===== config.mk =====
export PLATFORM = sky130hd
export DESIGN_NAME = cpu_param
export DESIGN_NICKNAME = d
export VERILOG_FILES = /design/src/rtl/cpu_param.sv
export SDC_FILE = /design/constraint.sdc
export NUM_CORES = 1
export LEC_CHECK = 0
export CAP_MARGIN = 0
export CORE_MARGIN = 1.5
export CORE_UTILIZATION = 50
export CTS_CLUSTER_DIAMETER = 50
export DETAILED_ROUTE_END_ITERATION = 10
export HOLD_SLACK_MARGIN = 0.12
export MAX_ROUTING_LAYER = met4
export PLACE_DENSITY = 0.7
export SLEW_MARGIN = 20
export SYNTH_ARGS = -nofsm -noshare
export SYNTH_HDL_FRONTEND = slang
export SYNTH_SLANG_ARGS = --single-unit

===== constraint.sdc =====
create_clock -name clk -period 3.4 [get_ports clk]
set_input_delay 0.51 -clock clk [delete_from_list [all_inputs] [get_ports clk]]
set_output_delay 0.51 -clock clk [all_outputs]
set_load 0.05 [all_outputs]

===== src/rtl/cpu_param.sv =====
// Parametrised multi-cycle core: FSM controller, 8-entry register file, shifter/ALU.
// One 16-bit instruction runs per start pulse; illegal opcodes set a sticky flag.
module cpu_param #(
  parameter int DATA_W = 16,
  parameter bit ASR_EN = 1'b1
) (
  input  logic              clk,
  input  logic              reset,
  input  logic              s,
  input  logic              load,
  input  logic [15:0]       in,
  output logic [DATA_W-1:0] out,
  output logic              N,
  output logic              V,
  output logic              Z,
  output logic              w,
  output logic              ill
);
  localparam int MSB = DATA_W - 1;

  typedef struct packed {
    logic [2:0] op;
    logic [1:0] sub;
    logic [2:0] rn;
    logic [2:0] rd;
    logic [1:0] sh;
    logic [2:0] rm;
  } instr_t;

  typedef enum logic [2:0] {
    S_WAIT, S_DECODE, S_WIMM, S_GETA, S_GETB, S_EXEC, S_WB
  } state_t;

  state_t            state, nxt;
  instr_t            ir;
  logic [DATA_W-1:0] rf [8];
  logic [DATA_W-1:0] a, b, c, bs, alu, imm, diff;
  logic [7:0]        im8;
  logic              is_movi, is_movr, is_add, is_cmp, is_and, is_mvn, legal;

  assign is_movi = (ir.op == 3'b110) && (ir.sub == 2'b10);
  assign is_movr = (ir.op == 3'b110) && (ir.sub == 2'b00);
  assign is_add  = (ir.op == 3'b101) && (ir.sub == 2'b00);
  assign is_cmp  = (ir.op == 3'b101) && (ir.sub == 2'b01);
  assign is_and  = (ir.op == 3'b101) && (ir.sub == 2'b10);
  assign is_mvn  = (ir.op == 3'b101) && (ir.sub == 2'b11);
  assign legal   = is_movi | is_movr | is_add | is_cmp | is_and | is_mvn;

  // im8 overlaps the Rd/sh/Rm fields
  assign im8 = {ir.rd, ir.sh, ir.rm};
  assign imm = DATA_W'($signed(im8));

  always_comb begin
    bs = b;
    case (ir.sh)
      2'b01:   bs = {b[MSB-1:0], 1'b0};
      2'b10:   bs = {1'b0, b[MSB:1]};
      2'b11:   bs = {ASR_EN & b[MSB], b[MSB:1]};
      default: bs = b;
    endcase
  end

  assign diff = a - bs;

  always_comb begin
    alu = bs;
    if (is_add)      alu = a + bs;
    else if (is_and) alu = a & bs;
    else if (is_mvn) alu = ~bs;
  end

  always_ff @(posedge clk or negedge reset) begin
    if (!reset) state <= S_WAIT;
    else        state <= nxt;
  end

  always_comb begin
    nxt = state;
    case (state)
      S_WAIT:   if (s) nxt = S_DECODE;
      S_DECODE: begin
        if (is_movi)                           nxt = S_WIMM;
        else if (is_movr | is_mvn)             nxt = S_GETB;
        else if (is_add | is_and | is_cmp)     nxt = S_GETA;
        else                                   nxt = S_WAIT;
      end
      S_WIMM:   nxt = S_WAIT;
      S_GETA:   nxt = S_GETB;
      S_GETB:   nxt = S_EXEC;
      S_EXEC:   nxt = is_cmp ? S_WAIT : S_WB;
      S_WB:     nxt = S_WAIT;
      default:  nxt = S_WAIT;
    endcase
  end

  always_ff @(posedge clk or negedge reset) begin
    if (!reset) begin
      ir  <= '0;
      a   <= '0;
      b   <= '0;
      c   <= '0;
      N   <= 1'b0;
      V   <= 1'b0;
      Z   <= 1'b0;
      ill <= 1'b0;
      for (int i = 0; i < 8; i++) rf[i] <= '0;
    end else begin
      if (state == S_WAIT && load) ir <= instr_t'(in);
      case (state)
        S_DECODE: if (!legal) ill <= 1'b1;
        S_WIMM:   rf[ir.rn] <= imm;
        S_GETA:   a <= rf[ir.rn];
        S_GETB:   b <= rf[ir.rm];
        S_EXEC: begin
          // CMP touches only the flags; C keeps the last real result
          if (is_cmp) begin
            Z <= (diff == '0);
            N <= diff[MSB];
            V <= (a[MSB] != bs[MSB]) && (diff[MSB] != a[MSB]);
          end else begin
            c <= alu;
          end
        end
        S_WB:     rf[ir.rd] <= c;
        default: ;
      endcase
    end
  end

  assign out = c;
  assign w   = (state == S_WAIT);
endmodule

==> out/qor.csv, run 1 <==
stage,metric,value,unit
finish,num-nets-final,1453,
place,place.port_buffers,40,
finish,final_layout_size_suffix_gt1_frac,0.1629,
clocking,cts_sinks,199,
clocking,clock_path_buffers,2,
sta,max_freq,0.3096,GHz
route,met3_length,3689,microns
clocking,numCtsBuffers,17,
yosys,synth_warnings,0,
clocking,clock_latency,0.45,ns
clocking,postCtsSetupRepairBufs,0,
route,drt_wl_total,41120,microns
sta,skew,0.01810,ns
finish,fill_cells,2153,
route,drcViolationCount,0,
finish,synthToLayoutAreaGrowth,14.24,%
setup_path,cp-start-kind,flop,
route,ant_nets,0,
yosys,syn_avg_cell_area,9.186,sq um
yosys,synth_simple_gate_area_share,0.1342,
route,drtPass1Iterations,5,
sta,min_period,3.230,ns
place,hpwlAfterDp,28460,microns
route,post_drt_wl_per_cell,23.67,microns
yosys,synth-seq-cells,199,
yosys,syn_nets,1420,
setup_path,path_max_fanout,15,
yosys,netlist_instances,1366,
clocking,cts.htree.levels,4,
yosys,yosys.area_share.xor_xnor,0.009772,
sta,rsz0062_at_grt,true,
min_path,hp-class,flop to flop,
setup_path,r2r_slack,0.17,ns
min_path,holdPathEnd,ill,
min_path,holdPathStages,1,
sta,min_period_over_period,0.9499,
route,num_vias,11460,
pwr,powerDensity,1147,mW/mm^2
yosys,yosysSeqAreaShare,0.3968,
sta,relSlewSlack,0.2688,
yosys,netlist.area_leader.share,0.3968,
floorplan,ios,41,
finish,final_common_cell,dfrtp_1,
floorplan,row_count,57,
yosys,synthArstFlopShare,1.000,
global_route,gr-usage-all-layers,0.3327,
sta,hold_viol,0,
route,drt_iter0_drc,1351,
setup_path,critical_path_arrival,3.56,ns
clocking,clk_pin_slew,0.08,ns
pwr,ir_drop,0.5692,mV
setup_path,r2r.worst_path.cells,10,
floorplan,die_w,161.4,microns
route,drt-met1-wl,16350,microns
floorplan,core_area,0.02446,sq mm
yosys,synth_top_family_by_area,compound AO/OA/AOI/OAI gates,
setup_path,end_kind,flop,
pwr,leakagePower,6.162,nW
global_route,antenna_found_initial,1,
global_route,grt_max_degree,70,
clocking,cts_tree,yes,
yosys,synthFlopType,dfrtp_1,
run,cap_violations,0,
route,top_layer,met4,
finish,multiInputGateArea,0.007068,sq mm
route,met2_length,19230,microns
sta,setup_viol,0,
place,dp.cells,1703,
sta,tightest_slew,1.097,ns
yosys,yosys.cell_types.count,78,
status,status,completed,
setup_path,r2r-end,N,
place,place_congestion,0.9913,
clocking,cts-root-buf,clkbuf_16,
pwr,total_power,0.01644,W
finish,seqCellArea,0.004985,sq mm
finish,final_cell_mix,"195 x dfrtp_1, 149 x nand2_1, 149 x o21ai_0, 125 x a21oi_1, 121 x nor2_1",
yosys,yosys.area.top_type,dfrtp_1,
global_route,first_global_vias,11120,
finish,instances_no_fill,1737,
setup_path,required,3.73,ns
floorplan,die_h,161.4,microns
yosys,synthesis.area,0.01255,sq mm
sta,slew_viol_final,0,
global_route,overflow,0,
setup_path,critPathKind,flop to flop,
global_route,grt_pass1_wl,64240,microns
yosys,synthTopCellsByArea,"dfrtp_1 40%, mux4_2 7.0%, o21ai_0 6.1%, a21oi_1 5.0%, nand2_1 4.5%",
yosys,synthAdderAreaFrac,0.03510,
finish,utilization,0.5860,
yosys,synth_edf_count,0,
yosys,muxShareOfSynthArea,0.1370,
route,vias_per_cell,6.597,
floorplan,start_util,0.5130,
sta,setup-tns-final,0,ns
floorplan,dieArea,0.02606,sq mm
yosys,synth_compound_area_frac,0.2402,
setup_path,r2r_start,im8[3],
min_path,worstHoldStart,ill,
==> synth_stat cells (15+ instances only) <==
master    count
dfrtp_1     199
o21ai_0     152
nand2_1     149
a21oi_1     125
nor2_1      121
clkbuf_1     85
a22oi_1      58
mux2i_1      48
mux4_2       39
inv_1        36
ha_1         32
mux2_2       31
nor3_1       19
a211oi_1     15
==> through the flow <==
stage	cell area, sq um	worst slack [ns]	hold slack [ns]
CTS	14260	0.1095	0.4829
global placement	13610	0.1720	0.4606
detailed placement	13610	0.1089	0.4645
floorplan	12550	0.04870	0.2144
global route	14340	-0.02227	0.5190
finish	14340	0.1703	0.4820
==> where the power goes <==
part / total (W) / internal [W] / switching (W)
sequential: 0.00476 / 0.00329 / 0.00147
combinational: 0.00944 / 0.00407 / 0.00537
clock: 0.00224 / 0.00122 / 0.00102
total: 0.0164 / 0.00857 / 0.00787
==> cells by family after synthesis <==
family / count (synthesis)
xor gates and xnor gates: 14
and+or+nand+nor: 372
adders and majority gates: 34
muxes: 119
buffers and inverters: 149
DFF: 199
AOI/OAI and AO/OA: 479
==> registers in the layout (all words and copies together), names as in the netlist <==
name   cells
rf       128
a         16
b         16
out       16
im8        8
ir         8
state      3
N          1
V          1
Z          1
ill        1
==> area by class of cell <==
cell class	instances	share of cell area
tap	324	0.02828
multi-input combinational	1018	0.4931
timing repair buffer	126	0.07602
inverter	37	0.009688
antenna	1	0.0001746
clock buffer	18	0.03064
clock inverter	14	0.01440
sequential	199	0.3477
==> critical path, stage by stage (launching register included) <==
cell and delay (ns):
dfrtp_1 0.41, buf_12 0.17, mux2i_1 0.12, o21ai_0 0.35
ha_2 0.42, nor4_4 0.32, a2111oi_4 0.12, or4_4 0.53
a221oi_4 0.26, xnor2_1 0.13, mux2_1 0.29
==> metal layers <==
metal,GRT usage,up-vias
met5,-,-
met4,0.1570,0
met3,0.06420,141
met2,0.5154,635
met1,0.4214,5600
li1,-,5083
==> worst max-delay path by stage <==
stage,to,start,cells after the start
2_1_floorplan,N,im8[4],13
3_3_place_gp,Z,im8[3],12
3_5_place_dp,Z,im8[3],12
4_1_cts,Z,im8[3],12
5_1_grt,Z,im8[3],12
6_report,N,im8[3],10
==> timing repair <==
item | in CTS | in global routing
hold buffers | 1 | 0
resized for setup | 0 | 14
hold endpoints to repair | 63 | 0
setup endpoints to repair | 0 | 3
(Power assumes the default switching activity.)
==> run 2, diff against run 1 <==
- CAP_MARGIN: 0 -> unset
- SETUP_SLACK_MARGIN: unset -> 0.3
==> run 2 against run 1 <==
  * Maximum frequency fell by 0.71%
  * Flip-flop and latch count is the same
  * Critical path depth increased by 3
  * Worst setup slack got worse by 0.023 ns
  * Clock power is 6% lower
  * Via count grew 2.2%
  * Count of clock-buffer cells in the layout decreased by 1
  * Sequential share of layout area is 0.57 points lower
  * Largest cell class unchanged
  * Highest routed layer unchanged
==> out/qor.csv, run 2 (synthesized netlist as in run 1, its figures left out) <==
stage,metric,value,unit,change
sta,max_freq,0.3074,GHz,-0.71%
setup_path,end_kind,flop,,
setup_path,r2r-end,Z,,
sta,tightest_slew,1.182,ns,+0.08557 ns
floorplan,die_h,161.4,microns,unchanged
finish,fill_cells,2078,,-3.5%
finish,largest_reg_flops,128,,unchanged
setup_path,r2r_start,im8[3],,
clocking,clock_path_buffers,2,,unchanged
finish,final_common_cell,dfrtp_1,,
setup_path,critPathKind,flop to flop,,
global_route,first_global_vias,11710,,+5.4%
route,drt_iter0_drc,1303,,-3.6%
sta,rsz0062_at_grt,true,,
place,place.port_buffers,40,,unchanged
floorplan,die_w,161.4,microns,unchanged
clocking,numCtsBuffers,17,,unchanged
setup_path,cp-start-kind,flop,,
sta,relSlewSlack,0.2080,,-0.06073
sta,min_period_over_period,0.9568,,+0.006831
setup_path,r2r.worst_path.cells,13,,+3
run,cap_violations,0,,unchanged
sta,setup_viol,0,,unchanged
finish,utilization,0.5959,,+0.009871
finish,synthToLayoutAreaGrowth,16.16,%,
clocking,cts.htree.levels,4,,unchanged
pwr,ir_drop,0.7126,mV,+25%
status,status,completed,,
clocking,clk_pin_slew,0.08,ns,about the same
clocking,cts_sinks,199,,unchanged
route,ant_nets,0,,unchanged
pwr,leakagePower,6.244,nW,+1.3%
floorplan,row_count,57,,unchanged
global_route,gr-usage-all-layers,0.3533,,+0.02056
global_route,grt_max_degree,90,,+29%
setup_path,r2r_slack,0.15,ns,-0.02 ns
global_route,grt_pass1_wl,68130,microns,+6.1%
route,drtPass1Iterations,5,,unchanged
route,num_vias,11720,,+2.2%
setup_path,required,3.76,ns,+0.03 ns
route,vias_per_cell,6.683,,+1.3%
place,hpwlAfterDp,29860,microns,+4.9%
finish,seqCellArea,0.004986,sq mm,about the same
pwr,powerDensity,1172,mW/mm^2,+2.2%
route,post_drt_wl_per_cell,24.96,microns,+5.4%
floorplan,start_util,0.5130,,unchanged
min_path,hp-class,input port to asynchronous set/reset pin,,
sta,min_period,3.253,ns,+0.02323 ns
floorplan,ios,41,,unchanged
global_route,antenna_found_initial,0,,-1
finish,final_cell_mix,"194 x dfrtp_1, 149 x nand2_1, 139 x o21ai_0, 123 x a21oi_1, 120 x nor2_1",,
floorplan,dieArea,0.02606,sq mm,unchanged
global_route,overflow,0,,unchanged
sta,hold_viol,0,,unchanged
route,drt_wl_total,43760,microns,+6.4%
clocking,cts_tree,yes,,
floorplan,core_area,0.02446,sq mm,unchanged
finish,diodes,0,,-1
setup_path,critical_path_arrival,3.62,ns,+0.06 ns
clocking,clock_latency,0.45,ns,about the same
finish,multiInputGateArea,0.007179,sq mm,+1.6%
clocking,cts-root-buf,clkbuf_16,,
sta,slew_viol_final,0,,unchanged
setup_path,path_max_fanout,8,,-7
route,drcViolationCount,0,,unchanged
finish,regMostFlops,rf,,
finish,num-nets-final,1470,,+1.2%
sta,skew,0.01794,ns,-0.0001583 ns
place,place_congestion,0.9660,,-2.6%
finish,final_layout_size_suffix_gt1_frac,0.1903,,+0.02745
sta,holdWs,0.1038,ns,-0.3781 ns
## run 2: changes by cell type in the layout (fill, tap and decap cells not counted), sizes merged
cell,before,now
clkbuf,19,18
bufinv,3,1
dlygate4sd3,1,0
diode,1,0
buf,85,103
clkinvlp,1,0
clkinv,3,7
## run 2: what timing repair did
item                       in CTS  in global routing
pin swaps                      13                 16
cloned                          1                  0
hold buffers                    0                  0
gates resized for setup        31                 14
setup endpoints to repair       8                 10
buffers inserted               11                  4
## run 2: cell type report
cell class / instances / area share
inverters: 37 / 0.009528
multi-input cells: 1018 / 0.4925
clock buffers: 17 / 0.02918
repair buffers: 143 / 0.08661
flip-flops and latches: 199 / 0.3421
well taps: 324 / 0.02781
clock inverters: 15 / 0.01227
## run 2: worst max-delay path: stages (launching register included)
cell	delay, ns
dfrtp_2	0.47
buf_12	0.17
mux2i_1	0.11
o21ai_0	0.27
buf_4	0.18
inv_1	0.05
ha_1	0.20
a211o_1	0.38
buf_4	0.18
xnor2_1	0.11
nor3_1	0.22
nand4_1	0.15
or4_1	0.49
o31ai_1	0.19
## run 2: where the power goes
part | switching, W | internal (W)
registers | 0.00148 | 0.00329
logic | 0.00574 | 0.00447
clock network | 0.00105 | 0.00106
## run 2: routing by layer
layer / up-vias / track usage / wire [microns]
li1: 5115 / - / -
met1: 5712 / 0.4416 / 17340
met2: 689 / 0.5486 / 20260
met3: 199 / 0.06703 / 3785
met4: 0 / 0.1801 / 2371
met5: - / - / 0
## run 2: stage by stage
step	setup TNS [ns]	total power (W)	instances	setup slack (ns)	area, sq um
floorplan	0	0.01086	1366	0.3030	12590
global placement	0	0.01386	1705	0.1098	13650
detailed placement	0	0.01396	1705	0.07270	13650
CTS	0	0.01662	1749	0.1408	14490
global route	-0.04417	0.01806	1753	-0.04417	14580
finish	0	0.01709	1753	0.1470	14580
## run 2: worst max-delay path by stage
| stage | slack, ns | startpoint | to | cells past startpoint |
|---|---|---|---|---|
| finish | 0.15 | im8[3] | Z | 13 |
| global route | -0.04 | im8[3] | Z | 13 |
| CTS | 0.14 | im8[3] | Z | 12 |
| detailed placement | 0.07 | im8[3] | Z | 11 |
| global placement | 0.11 | im8[3] | Z | 11 |
| floorplan | 0.30 | im8[4] | N | 13 |
==> run 3, diff against run 2 <==
- HOLD_SLACK_MARGIN: 0.12 -> unset
- RECOVER_POWER: unset -> 50
==> run 3 against run 2 <==
  * The flow now finishes with violations (max-capacitance violations, max-slew violations)
  * Worst setup slack got worse by 0.0066 ns
  * Global-route usage unchanged
  * Register-to-register slack about the same
  * Combinational power about the same
  * Critical endpoint unchanged
  * Largest power group unchanged
==> out/qor.csv, run 3 (synthesized netlist as in run 1, its figures left out) <==
stage,metric,value,unit,change
floorplan,core_area,0.02446,sq mm,unchanged
global_route,overflow,0,,unchanged
finish,fill_cells,2083,,+0.24%
finish,utilization,0.5945,,-0.001381
setup_path,cp-startpoint,im8[3],,
finish,instances_no_fill,1753,,unchanged
min_path,hp-class,flop to flop,,
finish,largest_reg_flops,128,,unchanged
route,drcViolationCount,0,,unchanged
finish,final_common_cell,dfrtp_1,,
floorplan,dieArea,0.02606,sq mm,unchanged
route,post_drt_wl_per_cell,24.88,microns,-0.33%
floorplan,die_w,161.4,microns,unchanged
setup_path,r2r-end,Z,,
place,hpwlAfterDp,29860,microns,unchanged
route,drt_iter0_drc,1268,,-2.7%
setup_path,r2r_slack,0.14,ns,about the same
clocking,clk_pin_slew,0.08,ns,about the same
sta,min_period,3.260,ns,+0.006623 ns
clocking,holdBufCountCts,0,,unchanged
setup_path,critPathKind,flop to flop,,
sta,relSlewSlack,-0.5581,,-0.7662
place,place.port_buffers,40,,unchanged
status,status,"finished, violations left",,
place,post-place-ws,0.07270,ns,unchanged
setup_path,crit_buf_inv,4,,unchanged
setup_path,crit_path_top_delay_cell,or4_1,,
sta,skew,0.02036,ns,+0.002425 ns
clocking,cts_tree,yes,,
clocking,numCtsBuffers,17,,unchanged
setup_path,crit_chain,buf_12 -> mux2i_1 -> o21ai_0 -> buf_4 -> inv_1 -> ha_1 -> a211o_1 -> buf_4 -> xnor2_1 -> nor3_1 -> nand4_1 -> or4_1 -> o31ai_1,,
global_route,first_global_vias,11710,,unchanged
setup_path,end_kind,flop,,
sta,slew_viol_final,90,,+90
setup_path,path_max_fanout,8,,unchanged
clocking,cts_sinks,199,,unchanged
route,drtPass1Iterations,5,,unchanged
setup_path,path_depth,13,,unchanged
route,vias_per_cell,6.649,,-0.51%
place,dp.cells,1705,,unchanged
finish,final_cell_mix,"194 x dfrtp_1, 149 x nand2_1, 139 x o21ai_0, 123 x a21oi_1, 120 x nor2_1",,
clocking,clock_latency,0.45,ns,about the same
floorplan,ios,41,,unchanged
floorplan,start_util,0.5130,,unchanged
finish,multiInputGateArea,0.007179,sq mm,unchanged
setup_path,r2r_start,im8[3],,
floorplan,die_h,161.4,microns,unchanged
setup_path,crit_path_frequent_cell,buf_4,,
sta,fin_ws,0.1404,ns,-0.006623 ns
setup_path,r2r.worst_path.cells,13,,unchanged
setup_path,critical_path_arrival,3.62,ns,about the same
sta,rsz0062_at_grt,true,,
setup_path,cp-endpoint,Z,,
pwr,leakagePower,6.226,nW,-0.28%
pwr,powerDensity,1173,mW/mm^2,about the same
setup_path,cp-start-kind,flop,,
finish,num-nets-final,1470,,unchanged
global_route,antenna_found_initial,0,,unchanged
setup_path,crit_family,simple AND/OR/NAND/NOR gates,,
sta,min_period_over_period,0.9587,,+0.001948
sta,max_freq,0.3068,GHz,-0.20%
pwr,total_power,0.01706,W,-0.18%
sta,tightest_slew,2.337,ns,+1.155 ns
pwr,ir_drop,0.7100,mV,-0.37%
finish,regMostFlops,rf,,
global_route,grt_max_degree,90,,unchanged
place,place_congestion,0.9660,,unchanged
finish,synthToLayoutAreaGrowth,15.89,%,
sta,hold_viol,0,,unchanged
route,drt_wl_total,43620,microns,-0.33%
route,num_vias,11660,,-0.51%
global_route,grt_pass1_wl,68130,microns,unchanged
global_route,gr-usage-all-layers,0.3533,,unchanged
floorplan,row_count,57,,unchanged
route,ant_nets,0,,unchanged
min_path,worstHoldStart,ill,,
status,violations,"max-capacitance violations, max-slew violations",,
finish,diodes,0,,unchanged
finish,final_layout_size_suffix_gt1_frac,0.1889,,-0.001400
setup_path,required,3.76,ns,about the same
setup_path,cp_slowest_stage_delay,0.49,ns,about the same
sta,setup_viol,0,,unchanged
run,cap_violations,1,,+1
clocking,clock_path_buffers,2,,unchanged
clocking,cts-root-buf,clkbuf_16,,
clocking,cts.htree.levels,4,,unchanged
finish,seqCellArea,0.004986,sq mm,unchanged
run 3: cell count changes in the layout (fill, tap and decap cells not counted):
cell,previous run,this run
and2_0,0,1
clkbuf_8,1,0
and2_1,6,5
clkbuf_2,0,3
clkbuf_1,0,2
clkbuf_4,0,1
buf_4,94,90
buf_12,4,3
run 3: metal layers:
metal  global-route usage  part of all wire  wire length (microns)
met1               0.4416              0.39                  17130
met3              0.06703             0.089                   3882
met2               0.5486              0.47                  20420
met4               0.1801             0.050                   2179
met5                    -                 0                      0
run 3: final cells by class:
cell class,instances,share of cell area
clock buffers,17,0.02925
clock inverters,15,0.01230
inverters,37,0.009550
multi-input cells,1018,0.4937
flip-flops and latches,199,0.3429
well taps,324,0.02788
repair buffers,143,0.08449
run 3: what timing repair did:
action                     CTS  global route
setup endpoints to repair    8            10
cloned                       1             0
pin swaps                   13            16
gates resized for setup     31            14
setup buffers               11             4
run 3: stage by stage:
stage | area [sq um] | TNS, ns | hold WS, ns
final | 14540 | 0 | 0.4851
after global placement | 13650 | 0 | 0.4595
after detailed placement | 13650 | 0 | 0.4636
after CTS | 14490 | 0 | 0.1650
after floorplan | 12590 | 0 | 0.2144
after global routing | 14540 | -0.04417 | 0.4953
run 3: worst min path at each step:
| stage | slack, ns | cells after the start | endpoint |
|---|---|---|---|
| 5_1_grt | 0.50 | 1 | ill |
| 6_report | 0.49 | 1 | ill |
| 4_1_cts | 0.16 | 1 | rf[64] |
| 3_3_place_gp | 0.46 | 1 | ill |
| 2_1_floorplan | 0.21 | 0 | N |
| 3_5_place_dp | 0.46 | 1 | ill |
run 3: worst register-to-register path, stage by stage (launching register included):
cell and delay [ns]:
dfrtp_2 0.47, buf_12 0.17, mux2i_1 0.12, o21ai_0 0.27, buf_4 0.18, inv_1 0.05
ha_1 0.20, a211o_1 0.38, buf_4 0.18, xnor2_1 0.11, nor3_1 0.22, nand4_1 0.15
or4_1 0.49, o31ai_1 0.20
run 3: where the power goes:
group | total [W] | internal, W | switching [W]
clock network | 0.00211 | 0.00106 | 0.00105
logic | 0.0102 | 0.00446 | 0.00572
registers | 0.00477 | 0.00329 | 0.00148
total | 0.0171 | 0.00881 | 0.00825
